<file path="src/rtl/timer_apb_regs.sv">
// ---------------------------------------------------------------------------
// timer_apb_regs
//   APB slave and register file for the 8-bit timer. It decodes CPU APB
//   transfers, holds the TDR/TCR/TSR registers, drives the counter core's
//   control inputs and captures the core's overflow/underflow pulses into
//   sticky status flags.
//
//   Register map (byte addresses):
//     0x00 TDR  R/W  load value for the core
//     0x01 TCR  R/W  [7] load, [5] down, [4] enable, [1:0] clock select
//     0x02 TSR  R/W0C  [0] OVF, [1] UDF (write 0 clears, write 1 no effect)
//     0x03 TCNT RO   live count from the core
//
//   Handshake: a transfer is IDLE -> SETUP (one cycle) -> ACCESS. ACCESS holds
//   pready low for WAIT_CYCLES cycles, then pready is high for exactly one
//   cycle; prdata and pslverr are only meaningful in that cycle and a write
//   commits on the clock edge that ends it. Dropping psel during ACCESS before
//   pready aborts the transfer without side effects.
//
// Ports:
//   pclk, presetn        clock, asynchronous active-low reset
//   psel, penable        APB select / access phase
//   pwrite, paddr,pwdata APB write flag, address, write data
//   prdata, pready       read data (valid while pready=1), transfer complete
//   pslverr              error response (valid while pready=1)
//   cnt_in               live counter value from the core
//   ovf_pulse, udf_pulse one-cycle overflow / underflow events from the core
//   tdr_o                load value to the core
//   load_o, dn_o, en_o   TCR[7], TCR[5], TCR[4]
//   cks_o                TCR[1:0] clock divider select
//   fsm_state            debug view of the APB FSM (0 IDLE, 1 SETUP, 2 ACCESS)
// ---------------------------------------------------------------------------
module timer_apb_regs #(
   parameter int WAIT_CYCLES = 0,
   parameter int ADDR_W      = 8
) (
   input  logic              pclk,
   input  logic              presetn,
   input  logic              psel,
   input  logic              penable,
   input  logic              pwrite,
   input  logic [ADDR_W-1:0] paddr,
   input  logic [7:0]        pwdata,
   output logic [7:0]        prdata,
   output logic              pready,
   output logic              pslverr,
   input  logic [7:0]        cnt_in,
   input  logic              ovf_pulse,
   input  logic              udf_pulse,
   output logic [7:0]        tdr_o,
   output logic              load_o,
   output logic              dn_o,
   output logic              en_o,
   output logic [1:0]        cks_o,
   output logic [1:0]        fsm_state
);

   typedef enum logic [1:0] {
      IDLE   = 2'd0,
      SETUP  = 2'd1,
      ACCESS = 2'd2
   } state_t;

   localparam logic [2:0] WAIT_LOAD = 3'(WAIT_CYCLES);
   // Implemented TCR bits: 7, 5, 4, 1, 0.
   localparam logic [7:0] TCR_MASK  = 8'hB3;

   state_t      state, state_n;
   logic [2:0]  wait_cnt, wait_n;
   logic        ready_c;

   logic [7:0]  tdr, tcr;
   logic [1:0]  tsr;

   logic        addr_err;
   logic        wr_ok;
   logic [7:0]  rd_mux;

   // ---------------- FSM state register ----------------
   always_ff @(posedge pclk or negedge presetn) begin
      if (!presetn) begin
         state    <= IDLE;
         wait_cnt <= 3'd0;
      end else begin
         state    <= state_n;
         wait_cnt <= wait_n;
      end
   end

   // ---------------- FSM next state / outputs ----------------
   // penable is not required to advance: the slave tracks the phases itself.
   always_comb begin
      state_n = state;
      wait_n  = wait_cnt;
      ready_c = 1'b0;
      case (state)
         IDLE: begin
            if (psel) state_n = SETUP;
         end
         SETUP: begin
            wait_n  = WAIT_LOAD;
            state_n = ACCESS;
         end
         ACCESS: begin
            if (!psel) begin
               state_n = IDLE;                 // abort, nothing commits
            end else if (wait_cnt != 3'd0) begin
               wait_n = wait_cnt - 3'd1;
            end else begin
               ready_c = 1'b1;
               state_n = SETUP;                // psel still high
            end
         end
         default: state_n = IDLE;
      endcase
   end

   // ---------------- decode ----------------
   always_comb begin
      addr_err = 1'b0;
      if (paddr > ADDR_W'(3))                  addr_err = 1'b1;
      else if (pwrite && (paddr == ADDR_W'(3))) addr_err = 1'b1;
   end

   assign wr_ok = ready_c && pwrite && !addr_err;

   always_comb begin
      rd_mux = 8'h00;
      case (paddr)
         ADDR_W'(0): rd_mux = tdr;
         ADDR_W'(1): rd_mux = tcr;
         ADDR_W'(2): rd_mux = {6'd0, tsr};
         ADDR_W'(3): rd_mux = cnt_in;
         default:    rd_mux = 8'h00;
      endcase
   end

   assign pready  = ready_c;
   assign pslverr = ready_c && addr_err;
   assign prdata  = (ready_c && !pwrite && !addr_err) ? rd_mux : 8'h00;

   // ---------------- registers ----------------
   always_ff @(posedge pclk or negedge presetn) begin
      if (!presetn) begin
         tdr <= 8'h00;
         tcr <= 8'h00;
      end else if (wr_ok) begin
         if (paddr == ADDR_W'(0)) tdr <= pwdata;
         if (paddr == ADDR_W'(1)) tcr <= pwdata & TCR_MASK;
      end
   end

   // Software clear is applied first, hardware set is OR-ed afterwards so a
   // same-cycle event always survives the clear.
   always_ff @(posedge pclk or negedge presetn) begin
      if (!presetn) begin
         tsr <= 2'b00;
      end else begin
         if (wr_ok && (paddr == ADDR_W'(2)))
            tsr <= (tsr & pwdata[1:0]) | {udf_pulse, ovf_pulse};
         else
            tsr <= tsr | {udf_pulse, ovf_pulse};
      end
   end

   // ---------------- outputs ----------------
   assign tdr_o     = tdr;
   assign load_o    = tcr[7];
   assign dn_o      = tcr[5];
   assign en_o      = tcr[4];
   assign cks_o     = tcr[1:0];
   assign fsm_state = state;

endmodule

</file>
<file path="config.mk">
export PLATFORM = sky130hd
export DESIGN_NAME = timer_apb_regs
export DESIGN_NICKNAME = d
export VERILOG_FILES = /design/src/rtl/timer_apb_regs.sv
export SDC_FILE = /design/constraint.sdc
export NUM_CORES = 1
export LEC_CHECK = 0
export BUFFER_PORTS_ARGS = -buffer_cell sky130_fd_sc_hd__buf_2
export CAP_MARGIN = 20
export CORE_MARGIN = 2
export CORE_UTILIZATION = 46
export CTS_BUF_LIST = sky130_fd_sc_hd__clkbuf_16
export DETAILED_ROUTE_END_ITERATION = 16
export PLACE_DENSITY_LB_ADDON = 0.3
export SLEW_MARGIN = 20
export SYNTH_ARGS = -nofsm -noshare
export SYNTH_HDL_FRONTEND = slang
export SYNTH_SLANG_ARGS = --single-unit
</file>
<file path="constraint.sdc">
create_clock -name pclk -period 2.8 [get_ports pclk]
set_input_delay 0.28 -clock pclk [delete_from_list [all_inputs] [get_ports pclk]]
set_output_delay 0.28 -clock pclk [all_outputs]
set_load 0.005 [all_outputs]
</file>
== Word level (Yosys, flattened, before mapping) ==
Cells that the tools add are included.

* Register bits: 20
* Input bits: 31
* Output and inout port bits: 25
* Word-level logic and storage cells: 51

* Add/subtract/negate cells: 1
* Order comparisons: 1
* Equality and inequality tests: 9
* Muxes and demuxes: 15
* Bitwise gates (word level): 3
* Reduce and logical (&&, ||, !) cells: 17

{| class="wikitable"
|+ Operators by type and width
! cell !! count
|-
| case mux 8 bit (4 select lines) || 1
|-
| equality test 8 x 2 -> 1 bit, second input constant || 2
|-
| equality test 8 x 1 -> 1 bit, second input constant || 1
|-
| > comparator 8 x 2 -> 1 bit, second input constant || 1
|-
| zero test 8 bit || 1
|-
| two-way mux 2 bit || 4
|-
| two-way mux 8 bit || 1
|-
| logical AND 1 bit || 7
|-
| two-way mux 3 bit || 2
|-
| inequality test 2 bit, second input constant || 3
|-
| case mux 2 bit (3 select lines) || 1
|-
| case mux 3 bit (2 select lines) || 1
|-
| AND reduction 2 bit || 3
|-
| two-way mux 1 bit || 5
|-
| bitwise OR 2 bit || 2
|-
| inequality test 3 bit, second input constant || 1
|-
| AND reduction 3 bit || 1
|-
| nonzero test 3 bit || 1
|-
| subtractor 3 x 1 -> 3 bit, second input constant || 1
|-
| bitwise AND 2 bit || 1
|-
| equality test 2 x 1 -> 1 bit, second input constant || 1
|-
| equality test 2 bit, second input constant || 1
|-
| zero test 1 bit || 2
|-
| zero test 2 bit || 1
|-
| nonzero test 2 bit || 1
|}

== Depth between registers and ports, before layout ==
* Depth in word-level cells: 8
* Mapped depth: 5
* Gate-level depth less buffers: 5

== Least setup slack after synthesis ==
OpenSTA, ideal clock, no wires.

* Kind: reg2reg
* From: register wait_cnt[0]
* To: register tdr[0], in the netlist tdr_o[0]
* Arrival time: 1801 ps
* Data required time: 2675 ps
* Path slack: 874 ps
* Stages on the path, launching flop included: 6
* Path buffers: 0
* Clock period less this slack: 1926 ps
* Cell sequence: dfrtp_1 -> inv_1 -> ha_1 -> nand2_1 -> nor4_4 -> mux2_4

* Word-level cells in the longest chain between the ends: 7

{| class="wikitable"
|+ RTL lines
! element !! RTL line !! RTL
|-
| from (decl) || 69 || <nowiki>logic [2:0] wait_cnt, wait_n;</nowiki>
|-
| from (signal assigned) || 86 || <nowiki>wait_cnt <= wait_n;</nowiki>
|-
| nonzero test 3 bit || 107 || <nowiki>end else if (wait_cnt != 3'd0) begin</nowiki>
|-
| two-way mux 1 bit || 107 ||
|-
| two-way mux 1 bit || 105 || <nowiki>if (!psel) begin</nowiki>
|-
| two-way mux 1 bit || 96 || <nowiki>case (state)</nowiki>
|-
| logical AND 1 bit (2 in a row) || 125 || <nowiki>assign wr_ok = ready_c && pwrite && !addr_err;</nowiki>
|-
| AND reduction 2 bit (no line) || - ||
|-
| to (signal assigned) || 148 || <nowiki>if (paddr == ADDR_W'(0)) tdr <= pwdata;</nowiki>
|-
| to (decl) || 72 || <nowiki>logic [7:0] tdr, tcr;</nowiki>
|}

Every way passes these cells.
A chain may end at the register's enable or synchronous reset.

== Final worst setup path ==
* From: register state[1], in the netlist fsm_state[1]
* To: output prdata[0]

* Word-level cells in the longest chain between the ends: 5

{| class="wikitable"
|+ RTL lines
! element !! RTL line !! RTL
|-
| from (decl) || 68 || <nowiki>state_t state, state_n;</nowiki>
|-
| from (signal assigned) || 85 || <nowiki>state <= state_n;</nowiki>
|-
| equality test 2 bit || 96 ||
|-
| two-way mux 1 bit || 96 ||
|-
| logical AND 1 bit (2 in a row) || 140 || <nowiki>assign prdata = (ready_c && !pwrite && !addr_err) ? rd_mux : 8'h00;</nowiki>
|-
| two-way mux 8 bit || 140 ||
|-
| to (decl) || 44 || <nowiki>output logic [7:0] prdata,</nowiki>
|}

Every way passes these cells.

==> impl_metrics.py <==
metrics = {
    "status": {
        "status": "completed",
    },
    "flow_run": {
        "maxCapViolCount": 0,
    },
    "min_path": {
        "hp-start": "pwdata[2]",
        "hold_path_class": "input pin to flop",
        "worstHoldPathCells": 2,
        "hold_path_end": "tdr_o[2]",
    },
    "critical_path": {
        "worstSetupPathType": "flop to output port",
        "path_cells": "nor4bb_1, nand4_1, nor3b_1, buf_2",
        "cp_max_fo": 12,
        "r2r_slack_ns": 0.85,
        "critPathLaunchType": "flop",
        "cp.required_ns": 2.52,
        "rr_worst_depth": 5,
        "r2r_start": "wait_cnt[0]",
        "max_stage_delay_ns": 0.54,
        "cp-end-kind": "output port",
        "timing.critical_path.buf_inv": 1,
        "crit_arrival_ns": 2.00,
        "path_delay_family": "simple AND/OR/NAND/NOR gates",
        "cpMaxStageDelayCell": "dfrtp_1",
        "r2r_end": "tcr[0]",
    },
    "sta": {
        "relSlewSlack_pct": 66.52,
        "timing.fmax_mhz": 439.2,
        "period_share_pct": 81.32,
        "setup_violations": 0,
        "fin_hold_ws_ns": 0.2558,
        "drv_slew": 0,
        "setup_tns_ns": 0,
        "tightest_slew_ns": 0.4976,
        "hold_viol": 0,
        "min_period_ns": 2.277,
        "rsz0062_at_grt": "no",
        "clock_skew_ns": 0.001916,
    },
    "cts": {
        "cts_sinks": 20,
        "cts_htree_levels": 1,
        "cts_hold_buf": 1,
        "cts.root.buffer_cell": "clkbuf_16",
        "cts_buffer_depth": 2,
        "cts_setup_buffers": 0,
        "cts_tree": "built",
        "cts_buffers": 3,
        "cts_resized": 0,
        "clkTransAtPathRegs_ns": 0.06,
        "insertion_delay_ns": 0.25,
    },
    "detailed_routing": {
        "post-route-drc-count": 0,
        "antenna_left": 0,
        "dr.pass1.iters": 4,
        "dr_total_vias": 1086,
        "vias_per_cell": 5.686,
        "wl_per_cell_um": 15.71,
        "drtIter0Drc": 11,
        "wl_mm": 3.001,
    },
    "global_route": {
        "antenna_found_initial": 0,
        "grt_pass1_wl_mm": 5.030,
        "grt_max_degree": 21,
        "track_usage_pct": 20.21,
        "grt_pass1_vias": 1126,
        "overflow": 0,
    },
    "final_layout": {
        "drive_above_1_share_pct": 49.07,
        "final_cell_mix": "54 x buf_2, 20 x dfrtp_1, 8 x mux2_4, 6 x nor2_1, 6 x nor3_1",
        "nets": 195,
        "diodes": 0,
        "fill_cells": 213,
        "layout_commonest_cell": "buf_2",
        "area_growth_pct": 29.61,
    },
    "pwr": {
        "power.switching_mw": 0.2936,
        "pwr-share-clk_pct": 32.3,
        "peakVddDrop_v": 0.0004283,
        "p_leak_nw": 0.8140,
        "finalPower_mw": 0.9118,
        "pwr-share-comb_pct": 28.8,
        "seqPwrFrac_pct": 38.9,
        "p_int_mw": 0.6182,
        "power_density_mw_per_mm2": 570.2,
        "swShare_pct": 32.20,
    },
    "floorplanning": {
        "start_util_pct": 49.35,
        "die_y_um": 55.79,
        "core_area_sq_mm": 0.002500,
        "io_pins": 56,
        "dieArea_sq_mm": 0.003112,
        "row_count": 18,
        "fp.dieW_um": 55.79,
    },
    "logic_synthesis": {
        "yosysSeqAreaShare_pct": 40.57,
        "yosys_warnings": 0,
        "synth_area_per_cell_sq_um": 11.53,
        "ys_async_sr_fraction_pct": 100.0,
        "syn-num-nets": 140,
        "synth.top_cell.area_share_pct": 40.57,
        "syn_inst": 107,
        "synth_area_leaders": "dfrtp_1 41%, mux2_4 9.7%, mux2_2 4.6%, mux4_1 4.3%, nor4_4 3.4%",
        "yosysUniqueCellTypes": 35,
        "synth_ff_type": "dfrtp_1",
        "synth_area_sq_mm": 0.001234,
        "synth-seq-cells": 20,
        "yosysTopAreaCell": "dfrtp_1",
        "synth_edf_count": 0,
    },
    "placement": {
        "place_congestion": 0.8193,
        "portBuffers": 54,
        "dpl.hpwl_mm": 2.228,
    },
}
[cell families after synthesis]
kind of cell | synth area share [%]
simple gates | 21.40
flops | 40.57
compound gates | 10.35
mux | 20.99
buf+inv | 4.665
fa+ha+maj | 2.028
[synth_stat cells (2+ instances only)]
| master | n |
|---|---|
| a21oi_1 | 2 |
| a22oi_1 | 3 |
| a2bb2oi_1 | 3 |
| a31oi_1 | 2 |
| a32oi_1 | 2 |
| buf_6 | 2 |
| clkbuf_1 | 2 |
| dfrtp_1 | 20 |
| ha_1 | 2 |
| inv_1 | 5 |
| mux2_2 | 5 |
| mux2_4 | 8 |
| mux2i_1 | 3 |
| mux4_1 | 2 |
| nand2_1 | 5 |
| nand4_1 | 2 |
| nor2_1 | 6 |
| nor2b_1 | 3 |
| nor3_1 | 6 |
| nor3b_1 | 3 |
| nor4_1 | 2 |
| nor4_4 | 2 |
| o21ai_0 | 2 |
| o22ai_1 | 2 |
| or4_4 | 2 |
| or4b_2 | 2 |
[stage by stage]
stage,worst slack [ns],util (%),cell area [sq um],instances
CTS,0.4761,63.96,1599,191
finish,0.5231,63.96,1599,191
global placement,0.7795,60.41,1510,186
floorplan,0.8736,-,1234,107
global route,0.3253,63.96,1599,191
detailed placement,0.7374,60.41,1510,186
[state kept, by name (all words and copies together) (netlist names)]
register	count
tdr_o	8
tcr	5
wait_cnt	3
fsm_state	2
tsr	2
[worst max-delay path by stage]
stage | start | end | slack (ns) | depth (start not counted)
4_1_cts | fsm_state[1] | prdata[1] | 0.48 | 4
6_report | fsm_state[1] | prdata[0] | 0.52 | 4
2_1_floorplan | wait_cnt[0] | tdr_o[0] | 0.87 | 5
5_1_grt | fsm_state[1] | prdata[1] | 0.33 | 4
3_5_place_dp | paddr[0] | tcr[0] | 0.74 | 4
3_3_place_gp | paddr[0] | tcr[1] | 0.78 | 4
[routing by layer]
metal | up-vias | share of wire (%) | GRT usage [%]
met5 | - | 0 | 0
met3 | 2 | 5.2 | 4.884
met4 | 0 | 0.40 | 5.226
li1 | 516 | - | -
met2 | 35 | 49 | 34.69
met1 | 533 | 46 | 25.37
[worst reg2reg max path, cell delays in order, from the launching register on]
cell,delay [ns]
dfrtp_1,0.39
inv_1,0.10
ha_1,0.25
nand2_1,0.18
nor4_4,0.52
mux2_2,0.39
[power groups by stage]
stage	Clock (mW)	Sequential, mW	Combinational, mW
4_1_cts	0.301	0.353	0.266
2_1_floorplan	0	0.343	0.192
3_5_place_dp	0	0.357	0.259
3_3_place_gp	0	0.355	0.247
5_1_grt	0.313	0.359	0.297
6_report	0.295	0.354	0.263
[area by class of cell]
cell class / count / area (sq um) / area share (%)
well taps: 30 / 37.54 / 2.347
clock inverters: 1 / 3.754 / 0.2347
multi-input cells: 76 / 675.6 / 42.25
clock buffers: 3 / 75.07 / 4.695
inverters: 5 / 18.77 / 1.174
repair buffers: 56 / 287.8 / 18.00
flip-flops and latches: 20 / 500.5 / 31.30
No activity file was read; power rests on OpenSTA's default activity.
